$ cat config.mk
export PLATFORM = sky130hd
export DESIGN_NAME = rcs_seq_ctrl
export DESIGN_NICKNAME = d
export VERILOG_FILES = /design/src/rtl/rcs_seq_pkg.sv /design/src/rtl/rcs_slice.sv /design/src/rtl/rcs_seq_ctrl.sv
export SDC_FILE = /design/constraint.sdc
export NUM_CORES = 1
export LEC_CHECK = 0
export BUFFER_PORTS_ARGS = -buffer_cell sky130_fd_sc_hd__buf_2
export CAP_MARGIN = 20
export CORE_MARGIN = 4
export CORE_UTILIZATION = 55
export CTS_BUF_LIST = sky130_fd_sc_hd__clkbuf_4
export DETAILED_ROUTE_END_ITERATION = 8
export PLACE_DENSITY_LB_ADDON = 0.08
export SLEW_MARGIN = 30
export SYNTH_ARGS = -nofsm -noshare
export SYNTH_HDL_FRONTEND = slang
export SYNTH_SLANG_ARGS = --single-unit
$ cat constraint.sdc
create_clock -name clk -period 5 [get_ports clk]
set_input_delay 0.25 -clock clk [delete_from_list [all_inputs] [get_ports clk]]
set_output_delay 0.25 -clock clk [all_outputs]
set_load 0.05 [all_outputs]
$ cat src/rtl/rcs_seq_pkg.sv
// Shared definitions for the sequential ripple-carry subtractor controller.
// State encodings, default widths and the slice-index width helper.
package rcs_seq_pkg;

  localparam int DEF_WIDTH = 32;
  localparam int DEF_SLICE = 8;

  typedef enum logic [1:0] {
    S_IDLE = 2'd0,
    S_RUN  = 2'd1,
    S_DONE = 2'd2
  } state_t;

  // Index register is at least one bit wide, even for a single-slice build.
  function automatic int idx_w(input int n);
    return (n > 1) ? $clog2(n) : 1;
  endfunction

endpackage

$ cat src/rtl/rcs_slice.sv
// Combinational SLICE-bit ripple-carry subtractor: {bout, d} = a - b - bin.
module rcs_slice #(
  parameter int SLICE = 8
) (
  input  logic [SLICE-1:0] a,
  input  logic [SLICE-1:0] b,
  input  logic             bin,
  output logic [SLICE-1:0] d,
  output logic             bout
);

  logic [SLICE:0] br;

  always_comb begin
    br    = '0;
    d     = '0;
    br[0] = bin;
    for (int i = 0; i < SLICE; i++) begin
      d[i]    = a[i] ^ b[i] ^ br[i];
      br[i+1] = (~a[i] & b[i]) | (~(a[i] ^ b[i]) & br[i]);
    end
  end

  assign bout = br[SLICE];

endmodule

$ cat src/rtl/rcs_seq_ctrl.sv
// Time-shared subtractor: diff = a - b computed one SLICE per cycle, LSB first.
// Optional RCS_SEQ_FLAGS_EN adds zero and signed-overflow result flags.
//
// state  | meaning
// S_IDLE | ready for operands, last result retained on diff/borrow
// S_RUN  | one slice pass per cycle, borrow chained through bin
// S_DONE | result presented with out_valid until out_ready
module rcs_seq_ctrl
  import rcs_seq_pkg::*;
#(
  parameter int WIDTH = DEF_WIDTH,
  parameter int SLICE = DEF_SLICE
) (
  input  logic             clk,
  input  logic             rst,
  input  logic             in_valid,
  output logic             in_ready,
  input  logic [WIDTH-1:0] a,
  input  logic [WIDTH-1:0] b,
  output logic             out_valid,
  input  logic             out_ready,
  output logic [WIDTH-1:0] diff,
`ifdef RCS_SEQ_FLAGS_EN
  output logic             zero,
  output logic             ovf,
`endif
  output logic             borrow
);

  localparam int NSLICE = WIDTH / SLICE;
  localparam int IW     = idx_w(NSLICE);
  localparam logic [IW-1:0] IDX_LAST = IW'(NSLICE - 1);

  state_t           state;
  logic [IW-1:0]    idx;
  logic             bin;
  logic [WIDTH-1:0] a_q;
  logic [WIDTH-1:0] b_q;

  logic [SLICE-1:0] s_a;
  logic [SLICE-1:0] s_b;
  logic [SLICE-1:0] s_d;
  logic             s_bout;
  logic [WIDTH-1:0] diff_nxt;

  assign s_a = a_q[idx*SLICE +: SLICE];
  assign s_b = b_q[idx*SLICE +: SLICE];

  rcs_slice #(.SLICE(SLICE)) u_slice (
    .a    (s_a),
    .b    (s_b),
    .bin  (bin),
    .d    (s_d),
    .bout (s_bout)
  );

  // Full result as it will look after this pass; lets flags see the final slice.
  always_comb begin
    diff_nxt = diff;
    diff_nxt[idx*SLICE +: SLICE] = s_d;
  end

  always_ff @(posedge clk or posedge rst) begin
    if (rst) begin
      state     <= S_IDLE;
      in_ready  <= 1'b1;
      out_valid <= 1'b0;
      diff      <= '0;
      borrow    <= 1'b0;
      idx       <= '0;
      bin       <= 1'b0;
      a_q       <= '0;
      b_q       <= '0;
`ifdef RCS_SEQ_FLAGS_EN
      zero      <= 1'b0;
      ovf       <= 1'b0;
`endif
    end else begin
      case (state)
        S_IDLE: begin
          if (in_valid && in_ready) begin
            a_q      <= a;
            b_q      <= b;
            idx      <= '0;
            bin      <= 1'b0;
            borrow   <= 1'b0;
            in_ready <= 1'b0;
            state    <= S_RUN;
`ifdef RCS_SEQ_FLAGS_EN
            zero     <= 1'b0;
            ovf      <= 1'b0;
`endif
          end
        end
        S_RUN: begin
          diff <= diff_nxt;
          bin  <= s_bout;
          if (idx == IDX_LAST) begin
            idx       <= '0;
            borrow    <= s_bout;
            out_valid <= 1'b1;
            state     <= S_DONE;
`ifdef RCS_SEQ_FLAGS_EN
            zero      <= (diff_nxt == '0);
            ovf       <= (a_q[WIDTH-1] != b_q[WIDTH-1]) &&
                         (s_d[SLICE-1] != a_q[WIDTH-1]);
`endif
          end else begin
            idx <= idx + 1'b1;
          end
        end
        S_DONE: begin
          if (out_ready) begin
            out_valid <= 1'b0;
            in_ready  <= 1'b1;
            state     <= S_IDLE;
          end
        end
        default: begin
          out_valid <= 1'b0;
          in_ready  <= 1'b1;
          state     <= S_IDLE;
        end
      endcase
    end
  end

endmodule

==> results.md, run 1 <==
* Status: complete, no violations
* H-tree levels at 3
* Power per standard cell area at 674.8 nW/um^2
* TritonRoute pass-1 iters at 4
* Post-Syn Instances at 291
* Weighted congestion at the end of routability-driven global placement at slightly below 0.8
* Maximum clock frequency at 0.2237 GHz
* Clk_skew at 0.02947 ns
* Data arrival time at the worst-slack endpoint at ~4.8 ns
* Instance count after placement with tap cells included at 488
* Worst-case clock buffer depth at 2
* Fill count at 617
* Root Buffer Master: clkbuf_4
* Vias in the first global route at 2930
* Count of buffers from port buffering at 102
* Antenna violations before repair at 0
* Worst R2R Path Depth at 10
* Hold Path End: a_q[4]$_DFFE_PP0P_
* Global-route total usage across every layer at roughly 20%
* Net count reported at finish at 485
* Clock network latency to the later pin of the worst-skew pair at 0.43 ns
* Number of endpoints failing setup at the final stage at 0
* Mapped Nets at 373
* Area of the die at 9864 um^2
* Share of the cycle needed by the critical path after routing at 89.42%
* Number of hold violations in the final report at 0
* DR vias/cell at 5.486
* Overall routed net length at 9142 um
* Type of origin of the critical path: flip-flop
* Start point of the worst min-delay path: a[4]
* Critical path class: flip-flop to flip-flop
* Launch point of the worst reg-to-reg path: idx[0]$_DFFE_PP0P_
* Share of layout cells above drive strength 1 at 51.11%
* Effective utilization at floorplan at between 50 and 60%
* Number of cell rows at 33
* Area added between synthesis and finish at 17.76%
* Number of buffers inserted during clock tree synthesis at 9
* Worst Tran Pin Value at 0.7403 ns
* Number of I/O pins at about 100
* Critical path data required time at 5.33 ns
* Final Instance Count excl. Fillers at roughly 500
* Register-to-register setup slack at 0.53 ns
* Number of sinks handled by clock tree synthesis at 104
* Post-synthesis cell type count at 27
* Commonest non-fill, non-tap cell in the layout: dfrtp_1
* Residual antenna-violating net count after detailed routing at 0
* Synthesized area per cell at approximately 16 um^2
* Reported max-cap violation count at 0
* Proportion of synthesized chip area in sequential cells at roughly 57%
* Count of antenna diodes in the layout at 0
* Core region area at 8175 um^2
* DRC viols at 0
* Global-route congestion overflow total at 0
* DRT iter0 DRCs at 78
* Instance area after placement at 5195 um^2
* Leakage dissipation at 2.615 nW
* Highest net fanout along the worst path at 12
* Cell depth of the worst min-delay path at 2
* Detail Placement HPWL at 6932 um
* Die width at 99.32 um
* Commonest non-fill, non-tap cells in the layout: dfrtp_1, buf_2, mux2_2
* TritonCTS clock tree: built
* Worst hold path class: primary input to flip-flop
* DIE HEIGHT at 99.32 um
* First-pass GRT wire length at 15220 um
* Peak supply drop at between 0.2 and 0.3 mV
* Maximum number of pins on one net before global-route repair at 83
* Post-route minimum period at 4.471 ns
* Final design area excluding fillers at around 5400 um^2
* Clock transition at path regs at 0.16 ns
* Synth warnings at 0
* Sum Neg Setup Slack at 0 ns
* Synthesis-stage register bit count at 104
* Worst slew margin relative to its limit at 50.65%
* Post-Syn Area at 4587 um^2
* Endpoint kind of the worst setup timing path: flip-flop
* Number of max-slew violations in the final report at 0
* Setup repair after global routing missed its margin: no
* Detailed-route wire length per cell at 17.86 um
* Capturing point of the worst reg2reg path: diff[7]$_DFFE_PP0P_
* Vias at ~2800
[registers in the layout, indices dropped and copies added (netlist names)]
name / count
out_valid: 1
a_q: 32
state: 2
b_q: 32
bin: 1
diff: 32
idx: 2
borrow: 1
in_ready: 1
[critical path: stages, from the launching register on]
cell	delay, ns
dfrtp_1	0.41
buf_4	0.24
mux4_2	0.55
fa_1	0.46
fa_1	0.39
fa_1	0.41
fa_1	0.40
fa_1	0.41
fa_1	0.39
fa_1	0.51
a22o_1	0.23
[logic make-up (layout without fill, tap and decap cells)]
family          count (synthesis)  in the layout  synth area share (%)
flops                         104            104                 56.76
buf+inv                        29            145                 3.191
simple gates                   21             21                 3.137
fa+ha+maj                      14             14                 5.128
compound gates                 43             43                 7.720
mux                            80             80                 24.06
[layout make-up]
class | count | area, um^2 | share of cell area (%)
tap | 105 | 131.4 | 2.432
inverter | 14 | 55.05 | 1.019
clock inverter | 5 | 41.29 | 0.7644
multi-input combinational | 158 | 1841 | 34.07
timing repair buffer | 116 | 654.4 | 12.11
clock buffer | 10 | 75.07 | 1.390
sequential | 104 | 2604 | 48.20
[timing repair]
item	in CTS	in global routing
resized for setup	0	0
hold buffers	2	7
endpoints found under the setup margin	0	0
buffers inserted	0	0
endpoints found under the hold margin	23	7
[synth_stat cells, drive strengths merged]
library cell | n | share of area [%]
o21ai | 1 | 0.11
nand2b | 1 | 0.14
and3 | 2 | 0.27
inv | 14 | 1.1
nand2 | 10 | 0.82
nor4 | 2 | 0.93
o21bai | 1 | 0.16
o22a | 1 | 0.19
o2bb2ai | 1 | 0.19
or3 | 1 | 0.14
a22o | 32 | 6.1
nor2 | 2 | 0.16
a21oi | 3 | 0.33
mux2 | 64 | 16
dfstp | 1 | 0.57
dfrtp | 103 | 56
fa | 8 | 3.5
o22ai | 1 | 0.14
ha | 6 | 1.6
and4bb | 2 | 0.55
o31ai | 3 | 0.49
mux4 | 16 | 7.9
nor2b | 1 | 0.14
buf | 15 | 2.0
[report_power, final]
group / switching [W] / total [W] / internal [W] / leakage, nW
logic: 0.00107 / 0.00188 / 0.000814 / 1.23
registers: 0.000200 / 0.00138 / 0.00118 / 1.32
clock network: 0.000269 / 0.000379 / 0.000110 / 0.0595
[worst max path at each step]
stage / depth (start not counted) / slack [ns] / endpoint / start
final: 10 / 0.53 / diff[7]$_DFFE_PP0P_ / idx[0]$_DFFE_PP0P_
after global routing: 10 / 0.34 / diff[31]$_DFFE_PP0P_ / idx[0]$_DFFE_PP0P_
after CTS: 10 / 0.51 / diff[23]$_DFFE_PP0P_ / idx[0]$_DFFE_PP0P_
after detailed placement: 10 / 0.52 / diff[23]$_DFFE_PP0P_ / idx[0]$_DFFE_PP0P_
after global placement: 10 / 0.61 / diff[15]$_DFFE_PP0P_ / idx[0]$_DFFE_PP0P_
after floorplan: 13 / 0.44 / diff[15]$_DFFE_PP0P_ / idx[0]$_DFFE_PP0P_
[through the flow]
stage / util, % / total power, W / setup slack (ns) / hold slack (ns)
after floorplan: - / 0.002788 / 0.4424 / 0.3363
after global placement: 63.25 / 0.003259 / 0.6106 / 0.2185
after detailed placement: 63.54 / 0.003329 / 0.5171 / 0.2202
after CTS: 65.21 / 0.003702 / 0.5105 / 0.008573
after global routing: 66.07 / 0.003930 / 0.3425 / 0.0006243
final: 66.07 / 0.003645 / 0.5290 / 0.03510
[layer usage]
| metal | vias up | track usage, % | routed length [um] |
|---|---|---|---|
| met2 | 66 | 31.51 | 4448 |
| met5 | - | 0 | 0 |
| met4 | 0 | 5.672 | 82 |
| li1 | 1300 | - | - |
| met1 | 1434 | 27.53 | 4095 |
| met3 | 9 | 4.418 | 516 |
Power figures use the tool's default switching activity.
==> inputs of run 2 (changes only) <==
--- a/config.mk
+++ b/config.mk
@@ -8,10 +8,10 @@
 export BUFFER_PORTS_ARGS = -buffer_cell sky130_fd_sc_hd__buf_2
 export CAP_MARGIN = 20
 export CORE_MARGIN = 4
-export CORE_UTILIZATION = 55
+export CORE_UTILIZATION = 25
 export CTS_BUF_LIST = sky130_fd_sc_hd__clkbuf_4
 export DETAILED_ROUTE_END_ITERATION = 8
-export PLACE_DENSITY_LB_ADDON = 0.08
+export PLACE_DENSITY_LB_ADDON = 0.25
 export SLEW_MARGIN = 30
 export SYNTH_ARGS = -nofsm -noshare
 export SYNTH_HDL_FRONTEND = slang
==> results.md, run 2 (synthesis results as in run 1) <==
* Status: complete, no violations
* Vias at 3060
* DR vias/cell at 4.409
* DIE HEIGHT at ~140 um
* Launch point of the worst reg-to-reg path: idx[0]$_DFFE_PP0P_
* Dominant cell type by count on the critical path: fa_1
* H-tree levels at 3
* DRT iter0 DRCs at approximately 110
* TritonRoute pass-1 iters at 4
* Type of origin of the critical path: flip-flop
* Highest metal layer with signal wires: met4
* Internal power consumption at 0.002170 W
* Critical path data required time at approximately 5.4 ns
* Met3 wire length at around 700 um
* Global-route total usage across every layer at 12.19%
* Weighted congestion at the end of routability-driven global placement at slightly above 0.8
* Net switching share of the total power at 44.64%
* Worst hold path class: primary input to flip-flop
* Maximum clock frequency at 0.2211 GHz
* Critical path, cell by cell: buf_4 -> mux4_2 -> fa_1 -> fa_1 -> fa_1 -> fa_1 -> fa_1 -> fa_1 -> fa_1 -> a22o_1
* Vias in the first global route at 3311
* Start point of the worst min-delay path: in_valid
* Maximum number of pins on one net before global-route repair at slightly below 60
* Beginning of the critical path: idx[0]$_DFFE_PP0P_
* Met2 routed WL at 5599 um
* Reg power frac at a little over a third
* First-pass GRT wire length at 18870 um
* Clock network latency to the later pin of the worst-skew pair at 0.50 ns
* Number of gates resized after cts at 0
* Number of hold violations in the final report at 0
* Root Buffer Master: clkbuf_4
* Highest net fanout along the worst path at 10
* Detailed-route wire length per cell at around 17 um
* Worst Tran Pin Value at between 0.6 and 0.7 ns
* Die width at 143.5 um
* Setup WS pre-CTS at 0.4592 ns
* Area added between synthesis and finish at 33.72%
* Leading registers by flop count: a_q x32, b_q x32, diff x32
* Net switching power figure at between 0.0015 and 0.002 W
* Critical path class: flip-flop to flip-flop
* Post-route minimum period at between 4 and 5 ns
* Number of endpoints failing setup at the final stage at 0
* Buffers inserted during post-CTS setup optimization at 0
* Net count reported at finish at 542
* Combinational group share of total power at 53.8%
* Final setup margin at 0.4766 ns
* CP max-delay cell: mux4_2
* Overall routed net length at 11790 um
* Setup repair after global routing missed its margin: no
* Sum Neg Setup Slack at 0 ns
* Global-route congestion overflow total at 0
* Commonest non-fill, non-tap cell in the layout: dfrtp_1
* Core region area at 18020 um^2
* Peak supply drop at between 0.3 and 0.4 mV
* Number of cell rows at 49
* Data arrival time at the worst-slack endpoint at just under 5 ns
* Clock transition at path regs at 0.15 ns
* Count of antenna diodes in the layout at 0
* Leakage dissipation at ~2.9 nW
* Effective utilization at floorplan at approximately a quarter
* Buf/Inv on CP at 1
* Clk_skew at approximately 0.020 ns
* Share of layout cells above drive strength 1 at 44.73%
* Count of buffers from port buffering at 102
* Power per standard cell area at 639.1 nW/um^2
* Residual antenna-violating net count after detailed routing at 0
* Number of I/O pins at 103
* Cell family contributing the most delay on the critical path: adder cells
* Worst slew margin relative to its limit at 53.50%
* Share of the cycle needed by the critical path after routing at 90.47%
* Largest stage delay, worst path at 0.57 ns
* Number of max-slew violations in the final report at 0
* Antenna violations before repair at 0
* DRC viols at 0
* Worst-case clock buffer depth at 2
* Reported max-cap violation count at 0
* Number of buffers inserted during clock tree synthesis at 9
* Endpoint kind of the worst setup timing path: flip-flop
* Detail Placement HPWL at 8947 um
* Area of the die at 20580 um^2
* Met1 layer wirelength in the final routing at 5387 um
* Number of sinks handled by clock tree synthesis at 104
* Commonest non-fill, non-tap cells in the layout: dfrtp_1, buf_2, dlygate4sd3_1
* TritonCTS clock tree: built
* Share of total power in the clock network at 10.5%
-- run 2: timing repair --
action                                 4_1_cts  5_1_grt
hold buffers                                66        0
setup endpoints to repair                    0        0
endpoints found under the hold margin      121        0
-- run 2: through the flow --
stage	utilization (%)	hold slack, ns	instances	total power, W	area (um^2)
detailed placement	29.66	0.4204	612	0.003529	5346
finish	34.03	0.06767	694	0.003920	6133
global route	34.03	0.03762	694	0.004197	6133
floorplan	-	0.3363	291	0.002788	4587
global placement	29.55	0.4034	611	0.003454	5326
CTS	34.03	0.02891	694	0.003988	6133
-- run 2: worst register-to-register path: stages (launching register included) --
cell     delay, ns
dfrtp_1       0.40
buf_4         0.26
mux4_2        0.57
fa_1          0.46
fa_1          0.40
fa_1          0.40
fa_1          0.39
fa_1          0.42
fa_1          0.41
fa_1          0.51
a22o_1        0.22
-- run 2: layout make-up --
cell class | instances | area (um^2)
sequential | 104 | 2604
tap | 229 | 286.5
multi-input combinational | 158 | 1841
fill | 1825 | 11890
timing repair buffer | 173 | 1221
inverter | 14 | 55.05
clock buffer | 9 | 67.56
clock inverter | 7 | 58.81
-- run 2: power by group through the flow --
stage / clock network (W) / logic [W] / registers, W
floorplan: 0 / 0.00116 / 0.00163
global placement: 0 / 0.00204 / 0.00142
detailed placement: 0 / 0.00211 / 0.00142
CTS: 0.000434 / 0.00215 / 0.00140
global route: 0.000470 / 0.00228 / 0.00145
finish: 0.000413 / 0.00211 / 0.00140
-- run 2: layer usage --
layer	track usage (%)	up-vias
met5	0	-
met2	19.25	85
met4	2.527	0
met1	16.38	1542
li1	-	1424
met3	4.226	9
-- run 2: path summary, 6_finish.rpt --
check	endpoint	slack, ns	cells past startpoint
worst max-delay path	diff[23]$_DFFE_PP0P_	0.48	10
worst min-delay path	in_ready$_DFFE_PP1P_	0.07	3
worst max register to register	diff[23]$_DFFE_PP0P_	0.48	10
min in group asynchronous	diff[11]$_DFFE_PP0P_	0.38	3
max in group asynchronous	a_q[11]$_DFFE_PP0P_	3.51	4
worst min register to register	a_q[8]$_DFFE_PP0P_	0.52	1
==> inputs of run 3 (changes only) <==
--- a/config.mk
+++ b/config.mk
@@ -5,12 +5,12 @@
 export SDC_FILE = /design/constraint.sdc
 export NUM_CORES = 1
 export LEC_CHECK = 0
-export BUFFER_PORTS_ARGS = -buffer_cell sky130_fd_sc_hd__buf_2
 export CAP_MARGIN = 20
 export CORE_MARGIN = 4
 export CORE_UTILIZATION = 25
 export CTS_BUF_LIST = sky130_fd_sc_hd__clkbuf_4
 export DETAILED_ROUTE_END_ITERATION = 8
+export DONT_BUFFER_PORTS = 1
 export PLACE_DENSITY_LB_ADDON = 0.25
 export SLEW_MARGIN = 30
 export SYNTH_ARGS = -nofsm -noshare
==> results.md, run 3 (synthesis results as in run 1) <==
* Share of layout cells above drive strength 1 at between 20% and 30%
* Worst R2R Path Depth at 12
* DR vias/cell at around 4.6
* CP max-delay cell: dfrtp_1
* Vias in the first global route at just under 3000
* Antenna violations before repair at 0
* Met2 Usage GRT at 18.43%
* TritonCTS clock tree: built
* Effective utilization at floorplan at 25.45%
* Maximum number of pins on one net before global-route repair at 57
* Critical path class: flip-flop to flip-flop
* Capturing point of the worst reg2reg path: diff[31]$_DFFE_PP0P_
* Leakage dissipation at 2.417 nW
* Number of cell rows at 49
* Launch point of the worst reg-to-reg path: idx[1]$_DFFE_PP0P_
* Root Buffer Master: clkbuf_4
* Net count reported at finish at 441
* Commonest non-fill, non-tap cells in the layout: dfrtp_1, dlygate4sd3_1, mux2_2
* Reported max-cap violation count at 0
* Data arrival time at the worst-slack endpoint at 4.90 ns
* Count of antenna diodes in the layout at 0
* Worst slew margin relative to its limit at 53.17%
* Vias at 2702
* Core region area at 18020 um^2
* DRC viols at 0
* Cell family contributing the most delay on the critical path: adder cells
* Power per standard cell area at 678.6 nW/um^2
* Weighted congestion at the end of routability-driven global placement at approximately 0.74
* Number of gates resized after cts at 0
* Dominant cell type by count on the critical path: fa_1
* Smallest hold slack at 0.06261 ns
* Worst-case clock buffer depth at 2
* Status: complete, no violations
* Met1 track utilization from global routing at 14.25%
* Worst Tran Pin Value at 0.7024 ns
* Beginning of the critical path: idx[1]$_DFFE_PP0P_
* H-tree levels at 3
* Final setup margin at 0.4727 ns
* Post-route minimum period at 4.527 ns
* Destination of the critical timing path: diff[31]$_DFFE_PP0P_
* Sum Neg Setup Slack at 0 ns
* Peak supply drop at 0.5885 mV
* Type of origin of the critical path: flip-flop
* Clock network latency to the later pin of the worst-skew pair at 0.48 ns
* Number of hold violations in the final report at 0
* Worst hold path class: primary input to flip-flop
* Detail Placement HPWL at 8302 um
* Count of buffers from port buffering at 0
* Buf/Inv on CP at 2
* Global routing's busiest layer: met2
* TritonRoute pass-1 iters at 4
* Number of sinks handled by clock tree synthesis at 104
* Number of buffers inserted during clock tree synthesis at 9
* Clk_skew at 0.02035 ns
* Final Instance Count excl. Fillers at 593
* Critical path, cell by cell: mux4_2 -> inv_1 -> fa_1 -> inv_1 -> fa_1 -> fa_1 -> fa_1 -> fa_1 -> fa_1 -> fa_1 -> fa_1 -> a22o_1
* DIE HEIGHT at roughly 140 um
* Endpoint kind of the worst setup timing path: flip-flop
* Number of I/O pins at 103
* Clock transition at path regs at 0.16 ns
* First-pass GRT wire length at approximately 18000 um
* Area of the die at 20580 um^2
* Residual antenna-violating net count after detailed routing at 0
* Overall routed net length at around 11000 um
* Total Power Consumption at 0.003827 W
* Routing usage on met3 at around 4.5%
* Detailed-route wire length per cell at 19.28 um
* Die width at 143.5 um
* Maximum clock frequency at 0.2209 GHz
* Largest stage delay, worst path at 0.65 ns
* Register-to-register setup slack at 0.47 ns
* Global-route congestion overflow total at 0
* Number of endpoints failing setup at the final stage at 0
* Critical path data required time at 5.38 ns
* Highest net fanout along the worst path at 9
* Number of gates on the worst path with buffers counted at 12
* Setup WS pre-CTS at about 0.49 ns
* Area added between synthesis and finish at 22.94%
* Number of max-slew violations in the final report at 0
* Leading registers by flop count: a_q x32, b_q x32, diff x32
* Instance count after placement with tap cells included at ~500
* Commonest non-fill, non-tap cell in the layout: dfrtp_1
* DRT iter0 DRCs at 106
* Share of the cycle needed by the critical path after routing at 90.55%
* Global-route total usage across every layer at approximately 11%
* Setup repair after global routing missed its margin: no
## run 3: area by class of cell
cell class | count | area [um^2]
Clock buffer | 9 | 67.56
Clock inverter | 7 | 52.55
Fill cell | 1840 | 12390
Inverter | 14 | 55.05
Multi-Input combinational cell | 158 | 1841
Sequential cell | 104 | 2604
Tap cell | 229 | 286.5
Timing Repair Buffer | 72 | 733.2
## run 3: through the flow
stage	utilization, %	cell area, um^2
after global routing	31.29	5639
after detailed placement	26.90	4848
after floorplan	-	4587
after global placement	26.79	4828
after CTS	31.29	5639
final	31.29	5639
## run 3: how the worst min path moves through the flow
stage | from | to | slack, ns | cells after the start
5_1_grt | out_ready | in_ready$_DFFE_PP1P_ | 0.02 | 3
3_3_place_gp | rst | diff[1]$_DFFE_PP0P_ | 0.27 | 1
4_1_cts | out_ready | in_ready$_DFFE_PP1P_ | 0.005 | 3
6_report | out_ready | in_ready$_DFFE_PP1P_ | 0.06 | 3
3_5_place_dp | rst | diff[1]$_DFFE_PP0P_ | 0.29 | 1
2_1_floorplan | out_ready | state[1]$_DFFE_PP0P_ | 0.34 | 1
## run 3: report_power, final
part	leakage, nW	internal, W	switching, W
clock	0.0671	0.000107	0.000295
combinational	1.03	0.000808	0.000906
sequential	1.32	0.00118	0.000532
## run 3: tightest hold or removal path: stages
cell	delay (ns)
nor2_1	0.08
a21oi_1	0.05
o22a_1	0.17
## run 3: layer usage
metal / vias to the layer above / share of wire, %
met5: - / 0
met4: 0 / 0.65
met3: 8 / 7.9
met2: 87 / 48
met1: 1403 / 44
li1: 1204 / -
## run 3: timing repair
item / 4_1_cts / 5_1_grt
setup buffers: 0 / 0
hold buffers: 67 / 0
hold endpoints to repair: 121 / 0
